**config.mk**
```make
export PLATFORM = sky130hd
export DESIGN_NAME = sample_circuit_bist
export DESIGN_NICKNAME = d
export VERILOG_FILES = /design/src/rtl/sample_circuit_bist.sv
export SDC_FILE = /design/constraint.sdc
export NUM_CORES = 1
export LEC_CHECK = 0
export ABC_AREA = 1
export BUFFER_PORTS_ARGS = -buffer_cell sky130_fd_sc_hd__buf_2
export CORE_ASPECT_RATIO = 0.9
export CORE_MARGIN = 2
export CORE_UTILIZATION = 45
export CTS_BUF_LIST = sky130_fd_sc_hd__clkbuf_16
export DETAILED_ROUTE_END_ITERATION = 10
export PLACE_DENSITY = 0.67
export RECOVER_POWER = 50
export SYNTH_ARGS = -nofsm -noshare
export SYNTH_HDL_FRONTEND = slang
export SYNTH_SLANG_ARGS = --single-unit
```
**constraint.sdc**
```tcl
create_clock -name clk -period 2 [get_ports clk]
set_input_delay 0.1 -clock clk [delete_from_list [all_inputs] [get_ports clk]]
set_output_delay 0.1 -clock clk [all_outputs]
set_load 0.01 [all_outputs]
```
**src/rtl/sample_circuit_bist.sv**
```systemverilog
// BIST driver/checker for the 3-bit sample_circuit: a 9-bit LFSR supplies a/b/c stimulus,
// and a 16-bit MISR compacts the y responses into a signature that is compared against GOLDEN_SIG.
module sample_circuit_bist #(
    parameter int          NUM_PATTERNS = 64,
    parameter logic [8:0]  LFSR_SEED    = 9'h001,
    parameter logic [15:0] MISR_SEED    = 16'h0000,
    parameter logic [15:0] GOLDEN_SIG   = 16'h0000
) (
    input  logic        clk,
    input  logic        rst,
    input  logic        start,
    input  logic        abort,
    output logic [2:0]  dut_a,
    output logic [2:0]  dut_b,
    output logic [2:0]  dut_c,
    input  logic [2:0]  dut_y,
    output logic        busy,
    output logic        done,
    output logic        pass,
    output logic [15:0] signature,
    output logic [1:0]  dbg_state
);

    if (NUM_PATTERNS < 1 || NUM_PATTERNS > 511) begin : g_bad_num_patterns
        $error("sample_circuit_bist: NUM_PATTERNS must be in 1..511");
    end

    localparam logic [8:0] SEED_EFF = (LFSR_SEED == 9'd0) ? 9'h001 : LFSR_SEED;
    localparam logic [8:0] LAST_CNT = 9'(NUM_PATTERNS - 1);

    typedef enum logic [1:0] {
        ST_IDLE = 2'd0,
        ST_RUN  = 2'd1,
        ST_DONE = 2'd2
    } state_t;

    state_t      state_q;
    logic [8:0]  pattern_q;
    logic [8:0]  drive_q;
    logic [15:0] misr_q;
    logic [8:0]  count_q;
    logic        busy_q;
    logic        done_q;
    logic        pass_q;

    logic [8:0]  lfsr_d;
    logic [15:0] misr_d;
    logic        misr_fb;

    // dut_y is the combinational response to the pattern driven this cycle, so it is folded in immediately.
    always_comb begin
        lfsr_d  = {pattern_q[7:0], pattern_q[8] ^ pattern_q[4]};
        misr_fb = misr_q[15] ^ misr_q[14] ^ misr_q[12] ^ misr_q[3];
        misr_d  = {misr_q[14:0], misr_fb} ^ {13'b0, dut_y};
    end

    always_ff @(posedge clk) begin
        if (rst) begin
            state_q   <= ST_IDLE;
            pattern_q <= 9'd0;
            drive_q   <= 9'd0;
            misr_q    <= 16'd0;
            count_q   <= 9'd0;
            busy_q    <= 1'b0;
            done_q    <= 1'b0;
            pass_q    <= 1'b0;
        end else begin
            case (state_q)
                ST_IDLE, ST_DONE: begin
                    if (start) begin
                        state_q   <= ST_RUN;
                        pattern_q <= SEED_EFF;
                        drive_q   <= SEED_EFF;
                        misr_q    <= MISR_SEED;
                        count_q   <= 9'd0;
                        busy_q    <= 1'b1;
                        done_q    <= 1'b0;
                        pass_q    <= 1'b0;
                    end
                end
                ST_RUN: begin
                    if (abort) begin
                        // The signature stays frozen so a debugger can inspect the partial run.
                        state_q <= ST_IDLE;
                        drive_q <= 9'd0;
                        busy_q  <= 1'b0;
                        done_q  <= 1'b0;
                        pass_q  <= 1'b0;
                    end else begin
                        misr_q <= misr_d;
                        if (count_q == LAST_CNT) begin
                            state_q <= ST_DONE;
                            drive_q <= 9'd0;
                            busy_q  <= 1'b0;
                            done_q  <= 1'b1;
                            pass_q  <= (misr_d == GOLDEN_SIG);
                        end else begin
                            pattern_q <= lfsr_d;
                            drive_q   <= lfsr_d;
                            count_q   <= count_q + 9'd1;
                        end
                    end
                end
                default: begin
                    state_q <= ST_IDLE;
                    drive_q <= 9'd0;
                    busy_q  <= 1'b0;
                    done_q  <= 1'b0;
                    pass_q  <= 1'b0;
                end
            endcase
        end
    end

    assign dut_a     = drive_q[2:0];
    assign dut_b     = drive_q[5:3];
    assign dut_c     = drive_q[8:6];
    assign busy      = busy_q;
    assign done      = done_q;
    assign pass      = pass_q;
    assign signature = misr_q;
    assign dbg_state = state_q;

endmodule
```
; Word-level counts from Yosys, hierarchy flattened
; Index checks and enable logic that the tools add are counted.
[totals]
output_inout_bits = 30
wordCells = 57
regBits = 48
[classes]
n_addsub = 1
n_bitwise = 5
n_eq_ne = 7
reduce_logical = 7
muxes = 29
[ops]
columns = operator, n
row1 = $mux 9, 8
row2 = $pmux 9 s2, 3
row3 = $mux 16, 2
row4 = $pmux 16 s2, 1
row5 = $logic_not 16->1, 1
row6 = $xor 16x3->16, 1
row7 = $add 9x1->9 const B, 1
row8 = $eq 9x6->1 const B, 1
row9 = $mux 1, 8
row10 = $mux 2, 3
row11 = $ne 2x2->1 const B, 3
row12 = $pmux 1 s2, 3
row13 = $pmux 2 s2, 1
row14 = $reduce_and 4->1, 1
row15 = $xor 1x1->1, 4
row16 = $ne 3x3->1 const B, 1
row17 = $reduce_and 3->1, 1
row18 = $eq 2x1->1 const B, 1
row19 = $eq 2x2->1 const B, 1
row20 = $logic_not 2->1, 1
row21 = $reduce_and 2->1, 1
row22 = $reduce_bool 2->1, 1
row23 = $reduce_or 2->1, 1

; Longest topological paths before layout
; Gate-level depths: netlist of run 1.
[logic_depth]
ltp_word = 8
mapped_depth = 10
ltp_nobuf = 10

; Least setup slack after synthesis of run 1
; No wires, ideal clock.
[synth_timing]
path_kind = register to register
from = reg count_q[0]
to = reg drive_q[0]
arrival_ns = 1.415
n_path_buf = 1
slack_ns = 0.453
required_time_ns = 1.868
stages_incl_launch_ff = 10
synth_period_minus_slack_ns = 1.547
path_cell_list = dfxtp_1 ha_1 nand2_1 nor3_4 nand2_1 nand2_2 nand2_2 buf_6 nand2_1 a21oi_1
[synth_via]
elab_chain_cells = 4
[synth_lines]
columns = element, line
row1 = start: declaration, 41  ; logic [8:0] count_q;
row2 = start signal: assignment, 100  ; count_q <= count_q + 9'd1;
row3 = $eq 9x6->1, 91  ; if (count_q == LAST_CNT) begin
row4 = $mux 9, 91
row5 = $mux 9, 82  ; if (abort) begin
row6 = $pmux 9 s2, 68  ; case (state_q)
row7 = end signal: assignment, 99  ; drive_q <= lfsr_d;
row8 = end: declaration, 39  ; logic [8:0] drive_q;
; No other way between the ends.
; A chain may end at the register's enable or synchronous reset.

; Worst setup path after layout of run 1
[layout_timing]
from = reg count_q[0]
to = reg pattern_q[2]
[layout_via]
elab_chain_cells = 3
[layout_lines]
columns = element, line
row1 = $eq 9x6->1, 91
row2 = $ne 2x2->1 (no source line), n/a
row3 = $reduce_and 4->1 (no source line), n/a
row4 = end signal: assignment, 98  ; pattern_q <= lfsr_d;
row5 = end: declaration, 38  ; logic [8:0] pattern_q;
; No other way between the ends.

==> flow_metrics.tcl, run 1 <==
set metrics [dict create \
    status "completed" \
    final_area_mm2 0.00240 \
    num-fill-cells 443 \
    path_class "flip-flop to flip-flop" \
    dpl-instance-area_mm2 0.00227 \
    syn_area_per_cell_um2 7.16 \
    max_slew_margin_pct 65.5 \
    grt_pass1_vias 1533 \
    grt_pass1_wl_mm 7.08 \
    whs_endpoint "signature[1]" \
    antennaDiodeCount 0 \
    postRouteAntennaNets 0 \
    arrival_ps 1950 \
    dp_cells 376 \
    p_int_mw 1.58 \
    final_cells 384 \
    period_minus_slack_ps 1790 \
    synth.area.top_cells "dfxtp_1 (46%), nand2_1 (16%), a21oi_1 (11%), nor2_1 (5.5%), nand3_1 (4.7%)" \
    fmax_mhz 558 \
    worst_pin_slew_ps 517 \
    grt_max_degree 28 \
    synth-edff-count 0 \
    critPathMaxStageDelay_ps 390 \
    synth_seq_cells 47 \
    worstReg2RegEnd "pattern_q[2]" \
    ys_warn_count 0 \
    cp_data_required_time_ps 2150 \
    power-per-cell-area_mw_per_mm2 857 \
    grt.total_usage_pct 18.4 \
    dieArea_mm2 0.00509 \
    syn_nets 293 \
    fin_nets 329 \
    finalHoldViolCount 0 \
    synthFlopType "dfxtp_1" \
    core_mm2 0.00440 \
    hp-start "dut_y[1]" \
    rr_worst_depth 8 \
    holdPathStages 4 \
    routed_via_density 4.79 \
    crit_slowest_cell "dfxtp_1" \
    numCtsBuffers 5 \
    r2r-start "count_q[0]" \
    drv_slew 0 \
    cts.clk_slew.worst_paths_ps 70 \
    start_util_pct 46.4 \
    wire_per_inst_um 11.7 \
    async_reset_ff_share_pct 0 \
    sequentialPowerShare_pct 46.6 \
    yosysMostFrequentCell "nand2_1" \
    p_sw_share_pct 23.2 \
    timing.hold.ws_ps 127 \
    reg2reg_slack_ps 210 \
    rsz0062_at_grt "no" \
    rows 23 \
    critPathCaptureType "flip-flop" \
    die_h_um 67.9 \
    synth_area_mm2 0.00204 \
    p_switching_mw 0.476 \
    drtPass1Iterations 4 \
    critPathMaxFanout 16 \
    finalSetupViolCount 0 \
    via_count 1838 \
    synth_top_area_share_pct 46.1 \
    drcViolationCount 0 \
    io_buffers 36 \
    dp_hpwl_mm 3.02 \
    gp_congestion 0.868 \
    fin_skew_ps 6.10 \
    cts_buffer_depth 2 \
    antenna_found_initial 0 \
    clock_latency_ps 290 \
    tns_ps 0 \
    numClockSinks 47 \
    cts_tree "built" \
    cts_resized 0 \
    power_frac_clock_pct 46.8 \
    p_leak_nw 0.940 \
    syn_inst 285 \
    ctsHtreeMaxLevel 2 \
    finalCritPeriodShare_pct 89.6 \
    hold_buffers 0 \
    worstHoldPathType "primary input to flip-flop" \
    io_pins 37 \
    cts_root_buffer "clkbuf_16" \
    wirelength_mm 4.49 \
    ys_types 21 \
    ys_seq_area_share_pct 46.1 \
    combPwrFrac_pct 6.6 \
    startpoint_type "flip-flop" \
    die_w_um 75.0 \
    yosys.area.top_type "dfxtp_1" \
    area_growth_pct 17.4 \
    grt_overflow 0 \
    synth_common_cells "nand2_1 (85), dfxtp_1 (47), a21oi_1 (43)" \
    vdd.ir_drop.worst_mv 0.437 \
    drive_above_1_share_pct 8.70 \
    crit_chain "ha_1 > nand2_1 > nor3_4 > nand2_1 > nand2_2 > nand2_2 > nand3_1 > a21oi_1" \
    max-cap-violations 0 \
    dr.first_iter.drc_count 98 \
    post-cts-setup-buffers 0 \
]
[cell type report]
cell class	instances	area, µm²	share of cell area [%]
inverters	27	101	4.23
flip-flops and latches	47	941	39.2
multi-input cells	200	933	38.9
well taps	62	77.6	3.24
repair buffers	40	173	7.20
clock inverters	3	46.3	1.93
clock buffers	5	125	5.22
[worst max-delay path, delay by kind of cell, from the launching register on]
| kind | cells | cell delay, ps |
|---|---|---|
| and+or+nand+nor | 6 | 980 |
| adders and majority gates | 1 | 210 |
| AOI/OAI and AO/OA | 1 | 80 |
| DFF | 1 | 390 |
[layout by cell type, fill, tap and decap left out]
master,instances
o21ai_0,2
xor2_1,2
nor3_1,3
a21oi_1,43
nand3_1,19
bufinv_16,1
clkbuf_1,30
nand3_2,4
inv_6,1
nand2_1,86
nor2_1,30
nor3_4,2
buf_2,6
nand4_1,3
inv_2,1
nand2_4,1
inv_1,26
clkinvlp_4,1
xnor2_1,2
clkbuf_16,5
nand2_2,2
dfxtp_1,47
ha_1,1
buf_4,4
[cell families after synthesis]
group	synth area share, %
xor gates and xnor gates	1.72
and+or+nand+nor	32.5
adders and majority gates	0.613
buffers and inverters	8.09
DFF	46.1
AOI/OAI and AO/OA	11.0
[per-layer routing]
layer | GRT usage [%] | part of all wire (%) | up-vias
met5 | 0 | 0 | -
met1 | 25.0 | 50 | 818
met4 | 7.37 | 1.7 | 0
met2 | 28.2 | 44 | 34
met3 | 4.12 | 3.8 | 7
li1 | - | - | 979
[how the worst max path moves through the flow]
stage                     depth (start not counted)            to       start  slack, ps
after detailed placement                          8  pattern_q[2]  count_q[0]        200
after global routing                              8  pattern_q[2]  count_q[0]         30
after CTS                                         8  pattern_q[2]  count_q[0]        200
after floorplan                                   9    drive_q[0]  count_q[0]        450
after global placement                            8  pattern_q[1]  count_q[0]        280
final                                             8  pattern_q[2]  count_q[0]        210
[state kept, by name, indices dropped and copies added (netlist names)]
register and count:
busy 1, drive_q 9, dbg_state 2, pattern_q 9, pass 1, signature 16
count_q 9
[per-stage QoR]
step	setup slack, ps	util, %	power [mW]
floorplan	453	-	1.08
global placement	277	51.5	1.12
detailed placement	205	51.5	1.12
CTS	202	55.4	2.08
global route	26.9	54.4	2.13
finish	208	54.4	2.05
[power groups by stage]
stage | Combinational, mW | Sequential, mW | Clock (mW)
floorplan | 0.0980 | 0.981 | 0
global placement | 0.137 | 0.978 | 0
detailed placement | 0.138 | 0.979 | 0
CTS | 0.139 | 0.958 | 0.985
global route | 0.151 | 0.959 | 1.02
finish | 0.135 | 0.958 | 0.961
Power figures use the tool's default switching activity.
==> run 2, diff against run 1 <==
HOLD_SLACK_MARGIN = 0.08   (was not set)
PLACE_DENSITY = not set   (was 0.67)
PLACE_DENSITY_LB_ADDON = 0.08   (was not set)
==> flow_metrics.tcl, run 2 (synthesis results as in run 1) <==
set metrics [dict create \
    cts_resized 0 \
    drv_slew 0 \
    die_w_um 75.0 \
    start_util_pct 46.4 \
    worst_pin_slew_ps 587 \
    most-common-layout-cells "nand2_1 (86), dfxtp_1 (47), a21oi_1 (43)" \
    rr_worst_depth 9 \
    finalHoldViolCount 0 \
    crit_chain "ha_1 > nand2_1 > nor3_4 > nand2_1 > nand2_2 > nand2_2 > nor2_1 > nor2_1 > nor2_1" \
    cts_tree "built" \
    grt_pass1_wl_mm 6.98 \
    pre_cts_slack_ps 217 \
    cp_common_cell "nor2_1" \
    whs_endpoint "signature[1]" \
    critPathMaxFanout 16 \
    finalCritPeriodShare_pct 89.2 \
    grt_pass1_vias 1501 \
    crit_start "count_q[0]" \
    largest_register_ffs 16 \
    crit_slowest_cell "dfxtp_1" \
    via_count 1837 \
    dr.first_iter.drc_count 114 \
    dieArea_mm2 0.00509 \
    grt.total_usage_pct 18.2 \
    dp_cells 377 \
    status "completed" \
    core_mm2 0.00440 \
    final_area_mm2 0.00237 \
    finalSetupViolCount 0 \
    numCtsBuffers 5 \
    hold_buffers 0 \
    grt_max_degree 20 \
    gr-usage-met2_pct 27.0 \
    ctsHtreeMaxLevel 2 \
    fin_skew_ps 4.59 \
    io_pins 37 \
    worstHoldPathType "primary input to flip-flop" \
    cts_buffer_depth 2 \
    final_cells 385 \
    worstReg2RegEnd "count_q[7]" \
    num-fill-cells 466 \
    timing.final.ws_setup_ps 216 \
    numClockSinks 47 \
    dp_hpwl_mm 3.06 \
    path_class "flip-flop to flip-flop" \
    rsz0062_at_grt "no" \
    period_minus_slack_ps 1780 \
    critPathMaxStageDelay_ps 400 \
    top_usage_layer "met2" \
    cts.clk_slew.worst_paths_ps 70 \
    vdd.ir_drop.worst_mv 0.711 \
    utilization_pct 53.8 \
    die_h_um 67.9 \
    wirelength_mm 4.47 \
    p_leak_nw 0.937 \
    power-per-cell-area_mw_per_mm2 812 \
    max-cap-violations 0 \
    rows 23 \
    antenna_found_initial 0 \
    crit_family "simple AND/OR/NAND/NOR gates" \
    fin_nets 330 \
    crit_buf_inv 0 \
    antennaDiodeCount 0 \
    grt_overflow 0 \
    grt_util_met3_pct 4.86 \
    holdPathStages 4 \
    clock_latency_ps 280 \
    cts_root_buffer "clkbuf_16" \
    seqCellArea_um2 941 \
    area_growth_pct 16.1 \
    wire_per_inst_um 11.6 \
    routed_via_density 4.77 \
    critPathCaptureType "flip-flop" \
    tns_ps 0 \
    multi_input_area_um2 922 \
    total_power_mw 1.92 \
    post-cts-setup-buffers 0 \
    arrival_ps 2010 \
    drive_above_1_share_pct 9.29 \
    drcViolationCount 0 \
    reg2reg_slack_ps 220 \
    dpl-instance-area_mm2 0.00227 \
    startpoint_type "flip-flop" \
    fmax_mhz 560 \
    postRouteAntennaNets 0 \
    grtUsageMet1_pct 26.0 \
    r2r-start "count_q[0]" \
    drtPass1Iterations 4 \
    cp_data_required_time_ps 2220 \
    gp_congestion 0.768 \
    hp-start "dut_y[1]" \
    final_common_cell "nand2_1" \
    max_slew_margin_pct 60.6 \
    io_buffers 36 \
    timing.hold.ws_ps 118 \
]
-- run 2: cell types whose count changed in the layout (fill, tap and decap cells not counted) --
cell        previous run  this run
clkinv_4               0         1
nor3_1                 3         4
clkinvlp_4             1         0
inv_1                 26        24
buf_4                  4         5
nor3_4                 2         1
clkinv_2               0         1
inv_2                  1         3
bufinv_16              1         0
-- run 2: worst max-delay path by stage --
stage                       to  depth (start not counted)
floorplan           drive_q[0]                          9
global placement    drive_q[1]                          8
detailed placement  count_q[7]                          9
CTS                 count_q[7]                          9
global route        count_q[8]                          8
finish              count_q[7]                          9
-- run 2: cell type report --
type                    instances  share of cell area, %
inverters                      27                   4.28
clock buffers                   5                   5.28
multi-input cells             200                   38.9
clock inverters                 3                  0.950
well taps                      62                   3.27
repair buffers                 41                   7.60
flip-flops and latches         47                   39.7
-- run 2: per-layer routing --
layer,part of all wire [%],vias to the layer above
li1,-,981
met1,53,825
met2,43,29
met3,3.9,2
met4,0.29,0
met5,0,-
-- run 2: worst min-delay path, stage by stage --
cell and delay, ps:
buf_2 80, xor2_1 60, nand2_1 50, a21oi_1 50
-- run 2: report_power, final --
| part | switching [mW] | internal [mW] | total [mW] | leakage, nW |
|---|---|---|---|---|
| registers | 0.0101 | 0.948 | 0.958 | 0.380 |
| clock network | 0.364 | 0.468 | 0.832 | 0.0742 |
| logic | 0.0986 | 0.0360 | 0.135 | 0.483 |
